--- src/rtl/board_io_if.sv ---
// Board-side signal bundle between the clock manager / board pins and the I/O controller.
// The controller attaches to the slave modport; the board side drives through master.
interface board_io_if #(
  parameter int NUM_BTN = 5,
  parameter int NUM_LED = 16
);
  logic [NUM_BTN-1:0] btn_in;
  logic               locked;
  logic [NUM_LED-1:0] led_in;
  logic [NUM_BTN-1:0] btn_level;
  logic [NUM_BTN-1:0] btn_press;
  logic [NUM_BTN-1:0] btn_release;
  logic               core_rst;
  logic [NUM_LED-1:0] led;

  modport master (
    output btn_in, locked, led_in,
    input  btn_level, btn_press, btn_release, core_rst, led
  );

  modport slave (
    input  btn_in, locked, led_in,
    output btn_level, btn_press, btn_release, core_rst, led
  );
endinterface

--- src/rtl/board_io_ctrl.sv ---
// Board I/O and reset controller: button sync/debounce with edge pulses, core reset
// sequencing from lock and a reset button, and LED drive with a reset-time heartbeat.
module board_io_ctrl #(
  parameter int CLK_HZ       = 75000000,
  parameter int NUM_BTN      = 5,
  parameter int NUM_LED      = 16,
  parameter int DEBOUNCE_CYC = 750000,
  parameter int RST_BTN      = 0,
  parameter int RST_HOLD_CYC = 1024,
  parameter int HEARTBEAT_HZ = 1
) (
  input  logic        clk,
  input  logic        rst_n,
  board_io_if.slave   io
);

  localparam int HB_HALF = CLK_HZ / (2 * HEARTBEAT_HZ);
  localparam int DB_W    = $clog2(DEBOUNCE_CYC);
  localparam int HOLD_W  = $clog2(RST_HOLD_CYC);
  localparam int HB_W    = (HB_HALF > 1) ? $clog2(HB_HALF) : 1;

  localparam logic [DB_W-1:0]   DB_LAST   = DB_W'(DEBOUNCE_CYC - 1);
  localparam logic [HOLD_W-1:0] HOLD_LAST = HOLD_W'(RST_HOLD_CYC - 1);
  localparam logic [HB_W-1:0]   HB_LAST   = HB_W'(HB_HALF - 1);

  typedef enum logic {HOLD, RUN} state_t;

  logic [NUM_BTN-1:0] btn_m, btn_s;
  logic               locked_m, locked_s;
  logic [DB_W-1:0]    db_cnt [NUM_BTN];
  logic [NUM_BTN-1:0] btn_level, btn_press, btn_release;
  state_t             state_q, state_d;
  logic [HOLD_W-1:0]  hold_cnt, hold_d;
  logic               core_rst;
  logic [HB_W-1:0]    hb_cnt;
  logic               heartbeat;
  logic [NUM_LED-1:0] led;

  always_ff @(posedge clk) begin
    if (!rst_n) begin
      btn_m    <= '0;
      btn_s    <= '0;
      locked_m <= 1'b0;
      locked_s <= 1'b0;
    end else begin
      btn_m    <= io.btn_in;
      btn_s    <= btn_m;
      locked_m <= io.locked;
      locked_s <= locked_m;
    end
  end

  // A bit's level only moves after DEBOUNCE_CYC consecutive samples disagree with it;
  // the press/release pulses are registered in the same cycle the level changes.
  always_ff @(posedge clk) begin
    if (!rst_n) begin
      for (int i = 0; i < NUM_BTN; i++) db_cnt[i] <= '0;
      btn_level   <= '0;
      btn_press   <= '0;
      btn_release <= '0;
    end else begin
      btn_press   <= '0;
      btn_release <= '0;
      for (int i = 0; i < NUM_BTN; i++) begin
        if (btn_s[i] == btn_level[i]) begin
          db_cnt[i] <= '0;
        end else if (db_cnt[i] == DB_LAST) begin
          db_cnt[i]      <= '0;
          btn_level[i]   <= btn_s[i];
          btn_press[i]   <= btn_s[i];
          btn_release[i] <= ~btn_s[i];
        end else begin
          db_cnt[i] <= db_cnt[i] + DB_W'(1);
        end
      end
    end
  end

  always_comb begin
    state_d = state_q;
    hold_d  = hold_cnt;
    case (state_q)
      HOLD: begin
        if (locked_s && !btn_level[RST_BTN]) begin
          if (hold_cnt == HOLD_LAST) begin
            state_d = RUN;
            hold_d  = '0;
          end else begin
            hold_d = hold_cnt + HOLD_W'(1);
          end
        end else begin
          hold_d = '0;
        end
      end
      RUN: begin
        hold_d = '0;
        if (!locked_s || btn_press[RST_BTN]) state_d = HOLD;
      end
      default: begin
        state_d = HOLD;
        hold_d  = '0;
      end
    endcase
  end

  // core_rst follows the next state so it changes on the same edge as the FSM.
  always_ff @(posedge clk) begin
    if (!rst_n) begin
      state_q  <= HOLD;
      hold_cnt <= '0;
      core_rst <= 1'b1;
    end else begin
      state_q  <= state_d;
      hold_cnt <= hold_d;
      core_rst <= (state_d == HOLD);
    end
  end

  always_ff @(posedge clk) begin
    if (!rst_n) begin
      hb_cnt    <= '0;
      heartbeat <= 1'b0;
      led       <= '0;
    end else begin
      if (hb_cnt == HB_LAST) begin
        hb_cnt    <= '0;
        heartbeat <= ~heartbeat;
      end else begin
        hb_cnt <= hb_cnt + HB_W'(1);
      end
      led <= core_rst ? {NUM_LED{heartbeat}} : io.led_in;
    end
  end

  assign io.btn_level   = btn_level;
  assign io.btn_press   = btn_press;
  assign io.btn_release = btn_release;
  assign io.core_rst    = core_rst;
  assign io.led         = led;

endmodule

--- src/flat_wrapper.sv ---
// flat-port wrapper written by rule: the top's interface ports become plain ports
module board_io_ctrl_flat 
#(
  parameter int CLK_HZ       = 75000000,
  parameter int NUM_BTN      = 5,
  parameter int NUM_LED      = 16,
  parameter int DEBOUNCE_CYC = 750000,
  parameter int RST_BTN      = 0,
  parameter int RST_HOLD_CYC = 1024,
  parameter int HEARTBEAT_HZ = 1
)
  (clk, rst_n, io_btn_in, io_locked, io_led_in, io_btn_level, io_btn_press, io_btn_release, io_core_rst, io_led);
  board_io_if #(.NUM_BTN(NUM_BTN), .NUM_LED(NUM_LED)) io_i ();
  input  logic clk;
  input  logic rst_n;
  input wire logic [$bits(io_i.btn_in)-1:0] io_btn_in;
  input wire logic [$bits(io_i.locked)-1:0] io_locked;
  input wire logic [$bits(io_i.led_in)-1:0] io_led_in;
  output wire logic [$bits(io_i.btn_level)-1:0] io_btn_level;
  output wire logic [$bits(io_i.btn_press)-1:0] io_btn_press;
  output wire logic [$bits(io_i.btn_release)-1:0] io_btn_release;
  output wire logic [$bits(io_i.core_rst)-1:0] io_core_rst;
  output wire logic [$bits(io_i.led)-1:0] io_led;
  assign io_i.btn_in = io_btn_in;
  assign io_i.locked = io_locked;
  assign io_i.led_in = io_led_in;
  assign io_btn_level = io_i.btn_level;
  assign io_btn_press = io_i.btn_press;
  assign io_btn_release = io_i.btn_release;
  assign io_core_rst = io_i.core_rst;
  assign io_led = io_i.led;
  board_io_ctrl #(.CLK_HZ(CLK_HZ), .NUM_BTN(NUM_BTN), .NUM_LED(NUM_LED), .DEBOUNCE_CYC(DEBOUNCE_CYC), .RST_BTN(RST_BTN), .RST_HOLD_CYC(RST_HOLD_CYC), .HEARTBEAT_HZ(HEARTBEAT_HZ)) u_core (.clk(clk), .rst_n(rst_n), .io(io_i));
endmodule
--- config.mk ---
export PLATFORM = sky130hd
export DESIGN_NAME = board_io_ctrl_flat
export DESIGN_NICKNAME = d
export VERILOG_FILES = /design/src/rtl/board_io_if.sv /design/src/rtl/board_io_ctrl.sv /design/src/flat_wrapper.sv
export SDC_FILE = /design/constraint.sdc
export NUM_CORES = 1
export LEC_CHECK = 0
export CAP_MARGIN = 25
export CORE_MARGIN = 2
export CORE_UTILIZATION = 59
export CTS_BUF_LIST = sky130_fd_sc_hd__clkbuf_4 sky130_fd_sc_hd__clkbuf_8 sky130_fd_sc_hd__clkbuf_16
export CTS_CLUSTER_SIZE = 28
export DETAILED_ROUTE_END_ITERATION = 10
export GPL_ROUTABILITY_DRIVEN = 0
export MAX_ROUTING_LAYER = met4
export PLACE_DENSITY = 0.8
export SYNTH_ARGS = -nofsm -noshare
export SYNTH_HDL_FRONTEND = slang
export SYNTH_SLANG_ARGS = --single-unit
--- constraint.sdc ---
create_clock -name clk -period 2.9 [get_ports clk]
set_clock_uncertainty 0.1 [all_clocks]
set_input_delay 0.87 -clock clk [delete_from_list [all_inputs] [get_ports clk]]
set_output_delay 0.87 -clock clk [all_outputs]
set_load 0.05 [all_outputs]
Word-level counts from Yosys, hierarchy flattened
Memories as Yosys holds them, arrays and structs flattened.
Cells that the tools add are included.
{"block": "word_totals", "ff_bits": 82, "mem_bits_rw": 100, "input_bits": 24, "output_inout_bits": 32, "wordCells": 173, "mem_count": 1}
{"block": "classes", "addsub": 7, "n_eq_ne": 12, "mux": 79, "bitwise": 34, "reduce_logical": 15}
{"name": "u_core.db_cnt", "depth": 5, "word_bits": 20, "read_ports": 5, "rd_clocked_by_memory_dff": 0, "write_ports": 5, "line": "board_io_ctrl.sv:30", "text": "logic [DB_W-1:0] db_cnt [NUM_BTN];"}
{"op": "$mux W20", "count": 15}
{"op": "$add A20 B1 Y20 const B", "count": 5}
{"op": "$eq A20 B20 Y1 const B", "count": 5}
{"op": "$mux W1", "count": 59}
{"op": "$add A26 B1 Y26 const B", "count": 1}
{"op": "$eq A26 B26 Y1 const B", "count": 1}
{"op": "$mux W10", "count": 2}
{"op": "$pmux W10 S2", "count": 1}
{"op": "$not A1 Y1", "count": 19}
{"op": "$mux W16", "count": 1}
{"op": "$or A1 B1 Y1", "count": 15}
{"op": "$reduce_or A3 Y1", "count": 5}
{"op": "$add A10 B1 Y10 const B", "count": 1}
{"op": "$eq A10 B10 Y1 const B", "count": 1}
{"op": "$reduce_and A2 Y1", "count": 5}
{"op": "$eq A1 B1 Y1", "count": 5}
{"op": "$logic_not A1 Y1", "count": 2}
{"op": "$pmux W1 S2", "count": 1}
{"op": "$reduce_or A2 Y1", "count": 1}
{"op": "$logic_and A1 B1 Y1", "count": 1}
{"op": "$logic_or A1 B1 Y1", "count": 1}

Longest topological paths before layout
{"block": "logic_depth", "depth_word": 7, "mapped_depth": 7}

Worst setup path after synthesis
No wires, ideal clock.
{"block": "synth_timing", "path_kind": "reg2reg", "start": "memory u_core.db_cnt[4][6] (netlist bit)", "end": "memory u_core.db_cnt[4][7] (netlist bit) (data pin)", "setup_time_ns": 0.254, "t_arrival_ns": 1.902, "required_ns": 2.546, "setup_slack_ns": 0.644, "path_stages_with_launch": 6, "n_path_buf": 1, "synth_period_minus_slack_ns": 2.256, "cell_sequence": "edfxtp_1 or4_1 or4_4 o21bai_4 buf_6 nor2_1"}
{"element": "start: declaration", "line": "board_io_ctrl.sv:30"}

Worst setup path after layout
{"block": "layout_timing", "start": "register u_core.btn_level[0], in the netlist u_core.io.btn_level[0]", "end": "output port io_btn_level[0]"}
{"element": "start: declaration", "line": "board_io_ctrl.sv:31", "text": "logic [NUM_BTN-1:0] btn_level, btn_press, btn_release;"}
{"element": "start signal: indexed assignment", "line": "board_io_ctrl.sv:69", "text": "btn_level[i] <= btn_s[i];"}
{"element": "end: declaration", "line": "flat_wrapper.sv:19", "text": "output wire logic [$bits(io_i.btn_level)-1:0] io_btn_level;"}
No word-level cell between the ends.

==> run summary <==
The areal power density over the cells works out to 501.2 nW/um2. For the number of clock sinks seen by CTS, the log shows 182. Setup violations remaining at the end of the flow were counted as 0. The number of detailed-routing iterations run before antenna repair came out at 5. The area growth from synthesis to layout is 18.94%. The tools report the portion of total power attributed to the clock network as 40.9%. Once the clock tree was built, the resizer swapped 0 gates to a different size.

For this run the aggregate overflow at the end of global routing stands at 0. The logs give 0 for the count of pins over their slew limit and 8696 um2 for the post-synthesis instance area. The tool flagged a number of max-cap violations equal to 0. For the worst setup path, the data required time is 1.93 ns. For the number of fillers in the final layout, the log shows 1089. TritonCTS built the clock tree. Type of the worst min-delay path: reg2reg.

The logs give 0.43 ns for the register-to-register setup slack and 1061 for the layout net count. The initial antenna violation count is 0. Tracing the worst setup path back leads to its startpoint at u_core.io.btn_level[0]$_SDFFE_PN0N_. Traced cell by cell, the critical path runs through clkdlybuf4s50_1. The detailed router's first-iteration violation count was 394. The post-route netlist has 4.219% of its cells at a drive strength greater than 1.

In this run the deepest clock path goes through 2 buffers. Summed over its instances, the top area cell type makes up 34.53% of the synthesized netlist area. The total DRC errors in the routed layout is 0.

The floorplan has 44 rows. For this design the total switching power over the nets is 0.001101 W. The worst IR drop on VDD was 387.1 uV. The region available for standard cell placement spans 14480 um2. The pin count of the biggest net entering global routing is 31, and the number of flops mapped to enable cells by yosys is 100. After routing the design area is 10340 um2. Among cell families on the critical path, the largest total delay comes from buffers and inverters. At the pin with the least slew margin, the transition time is 0.5838 ns. The via count of the first global-routing pass was 6348; the path length in cells of the critical path was 1. Ranked by total cell area, the synthesized netlist is headed by sky130_fd_sc_hd__edfxtp_1 35%, sky130_fd_sc_hd__dfxtp_1 19%, sky130_fd_sc_hd__xor2_1 4.2%, sky130_fd_sc_hd__nor2_1 4.2%, sky130_fd_sc_hd__a21oi_1 3.7%.

The average instance in the mapped netlist occupies 9.938 um2. Net switching is 21.24% of the power. Summed over all failing endpoints, the final setup total negative slack is 0 ns. Cell chosen for the clock root: sky130_fd_sc_hd__clkbuf_16. The count of final hold-check violations came out at 0.

For this run, the share of the core covered by cells in the final layout is 71.43%. For this configuration, the core starts out at a cell density of 60.06%. For the yosys synthesis warning count, the log shows 0. sky130_fd_sc_hd__edfxtp_1 takes more of the synthesized area than any other cell. Of the synthesized area, sequential elements account for 53.41%.

In this run the static leakage power is 3.560 nW. Once detail routing completed, the nets flagged for antenna violations numbered 0. The library cell contributing the largest single delay on the critical path is sky130_fd_sc_hd__clkdlybuf4s50_1. For the total number of vias, the log shows 6734. Main flop type after synthesis: sky130_fd_sc_hd__edfxtp_1.

During placement, the flow inserted port buffers numbering 55. The share of the clock period used by the worst path after layout is 94.57%. Setup repair after global routing left no endpoint under its margin. The capturing element type of the critical path was a primary output.

The post-detailed-placement cell area is 9803 um2, and the die width is 125.4 um. The detail-routed via count per cell is 5.488, and the post-synthesis cell type count is 39. The final antenna diode count came out at 0. In this run the count of I/O pins placed on the die edge is 56.

Startpoint class of the critical path: a flip-flop. The number of buffer and inverter stages on the critical path is 1, and the first-pass GRT wire length is 28790 um. The start of the worst register-to-register path is u_core.db_cnt[4][15]$_SDFFCE_PN0P_.

The tools report the signal arrival time at the worst endpoint as 1.77 ns. The floorplan step defined a die boundary enclosing 15730 um2. The internal power is 0.004083 W. Async set-or-reset flop fraction in the synthesized netlist: 0%.

The critical path in this run is classified as reg2out. Synthesis handed over a netlist of 875 instances. The later pin in the worst-skew pair is clocked with a latency of 0.42 ns.

The cell depth of the worst flop-to-flop path is 4. Buffers inserted to repair hold after CTS numbered 0. Combinational logic is responsible for 3.8% of the overall power.

The flow ran to the end, and the final reports show no timing, DRC or antenna violations. Largest driver fanout on the critical path: 7. The die is 125.4 um tall. On the worst path, the slowest cell contributes a delay of 0.86 ns. Counting flops and latches in the post-synthesis netlist gives 182. Setup fix buffers added after clock tree synthesis: 0. Dividing the detail-routed wire length by the instance count gives 13.89 um.

Following the worst setup path forward leads to its endpoint at io_btn_level[0]. The placed wire-length estimate after detailed placement was 11990 um; the post-route minimum period was 2.743 ns. Clock-pin slew was measured on the worst setup and hold paths at 0.06 ns.

Registers are responsible for 55.3% of the overall power. The total design power came out at 0.005184 W. In this run the critical register-to-register path is captured at u_core.db_cnt[4][12]$_SDFFCE_PN0P_. The H-tree generated during clock tree synthesis spans 4 levels. For this run, the total global-route usage over all layers was measured as 22.89%.

The worst pin sits at a relative slew slack of 60.98%. The number of clock buffers inserted by TritonCTS was 17; the total wire length was 17040 um. For this run, the top clock speed supported by timing is 364.6 MHz.
==> flip-flops by register name (all words and copies together), names as in the netlist, 5 cells and up <==
| register | cells |
|---|---|
| u_core.btn_m | 5 |
| u_core.btn_s | 5 |
| u_core.db_cnt | 100 |
| u_core.hb_cnt | 26 |
| u_core.hold_cnt | 10 |
| u_core.io.btn_level | 5 |
| u_core.io.btn_press | 5 |
| u_core.io.btn_release | 5 |
| u_core.io.led | 16 |
==> layout by cell type (no fill, tap or decap), types with 21 or more instances in the layout <==
| master | synthesis | final |
|---|---|---|
| sky130_fd_sc_hd__edfxtp_1 | 100 | 100 |
| sky130_fd_sc_hd__or4_1 | 29 | 29 |
| sky130_fd_sc_hd__conb_1 | 1 | 100 |
| sky130_fd_sc_hd__o21ai_0 | 29 | 29 |
| sky130_fd_sc_hd__a21oi_1 | 65 | 65 |
| sky130_fd_sc_hd__and2_1 | 22 | 22 |
| sky130_fd_sc_hd__nand3_1 | 49 | 49 |
| sky130_fd_sc_hd__xor2_1 | 42 | 42 |
| sky130_fd_sc_hd__o31ai_1 | 21 | 21 |
| sky130_fd_sc_hd__nand4_1 | 28 | 28 |
| sky130_fd_sc_hd__xnor2_1 | 37 | 37 |
| sky130_fd_sc_hd__clkdlybuf4s50_1 | 0 | 55 |
| sky130_fd_sc_hd__nor2_1 | 97 | 97 |
| sky130_fd_sc_hd__or3_1 | 32 | 32 |
| sky130_fd_sc_hd__inv_1 | 25 | 25 |
| sky130_fd_sc_hd__nand2_1 | 56 | 56 |
| sky130_fd_sc_hd__and3_1 | 28 | 28 |
| sky130_fd_sc_hd__dfxtp_1 | 82 | 82 |
==> kinds of logic after synthesis <==
group                      count (synthesis)  share of synthesized area [%]
AOI/OAI and AO/OA                        129                          8.446
other                                      1                        0.04312
buffers and inverters                     52                          2.518
and+or+nand+nor                          425                          26.62
DFF                                      182                          53.41
adders and majority gates                  7                          1.007
xor gates and xnor gates                  79                          7.957
==> final cells by class <==
type,instances,area [um2],area share (%)
Inverter,25,93.84,0.9073
Sequential cell,182,4644,44.91
Multi-Input combinational cell,740,4204,40.65
Timing Repair Buffer,64,630.6,6.097
Tap cell,184,230.2,2.226
Clock inverter,12,85.08,0.8226
Clock buffer,20,454.2,4.391
==> power groups by stage <==
| stage | Combinational [W] | Clock, W | Sequential [W] |
|---|---|---|---|
| after global placement | 0.000186 | 0 | 0.00292 |
| after CTS | 0.000191 | 0.00215 | 0.00287 |
| after detailed placement | 0.000189 | 0 | 0.00292 |
| final | 0.000195 | 0.00212 | 0.00287 |
| after global routing | 0.000222 | 0.00226 | 0.00288 |
| after floorplan | 0.000132 | 0 | 0.00290 |
==> stage by stage <==
step / setup WS, ns / hold WS [ns] / std cells
3_3_place_gp: 0.4024 / 0.3145 / 1195
5_1_grt: 0.09392 / 0.3517 / 1227
4_1_cts: 0.1328 / 0.3409 / 1227
6_report: 0.1575 / 0.3392 / 1227
2_1_floorplan: 0.6438 / 0.3119 / 974
3_5_place_dp: 0.3423 / 0.3266 / 1195
==> synthesized netlist by cell type, types with 3 or more instances <==
master and number:
sky130_fd_sc_hd__nor4_1 17, sky130_fd_sc_hd__dfxtp_1 82, sky130_fd_sc_hd__nor2b_1 5, sky130_fd_sc_hd__and4_1 13, sky130_fd_sc_hd__o21ai_0 29, sky130_fd_sc_hd__buf_2 5, sky130_fd_sc_hd__nand4b_1 3, sky130_fd_sc_hd__clkbuf_1 20
sky130_fd_sc_hd__nand3_1 49, sky130_fd_sc_hd__or4_1 29, sky130_fd_sc_hd__edfxtp_1 100, sky130_fd_sc_hd__a21oi_1 65, sky130_fd_sc_hd__ha_1 7, sky130_fd_sc_hd__or3_1 32, sky130_fd_sc_hd__nand2_1 56, sky130_fd_sc_hd__o21ai_1 5
sky130_fd_sc_hd__xnor2_1 37, sky130_fd_sc_hd__and3_1 28, sky130_fd_sc_hd__nand2b_1 16, sky130_fd_sc_hd__nand4_1 28, sky130_fd_sc_hd__o31ai_1 21, sky130_fd_sc_hd__inv_1 25, sky130_fd_sc_hd__nor4b_1 4, sky130_fd_sc_hd__xor2_1 42
sky130_fd_sc_hd__nor3_1 17, sky130_fd_sc_hd__o21a_1 7, sky130_fd_sc_hd__nor2_1 97, sky130_fd_sc_hd__and2_1 22
==> worst min path at each step <==
stage,startpoint,endpoint,slack [ns],depth (start not counted)
4_1_cts,u_core.locked_m$_SDFF_PN0_,u_core.locked_s$_SDFF_PN0_,0.34,1
6_report,u_core.btn_m[0]$_SDFF_PN0_,u_core.btn_s[0]$_SDFF_PN0_,0.34,1
5_1_grt,u_core.btn_m[0]$_SDFF_PN0_,u_core.btn_s[0]$_SDFF_PN0_,0.35,1
2_1_floorplan,u_core.btn_m[0]$_SDFF_PN0_,u_core.btn_s[0]$_SDFF_PN0_,0.31,1
3_5_place_dp,u_core.locked_m$_SDFF_PN0_,u_core.locked_s$_SDFF_PN0_,0.33,1
3_3_place_gp,u_core.btn_m[2]$_SDFF_PN0_,u_core.btn_s[2]$_SDFF_PN0_,0.31,1
==> routing by layer <==
| layer | global-route usage (%) | vias to the layer above | wire length (um) |
|---|---|---|---|
| li1 | - | 3415 | - |
| met1 | 28.54 | 3145 | 7802 |
| met4 | 7.516 | 0 | 319 |
| met3 | 4.878 | 28 | 708 |
| met2 | 37.47 | 146 | 8207 |
| met5 | - | - | 0 |
(Power assumes the default switching activity.)
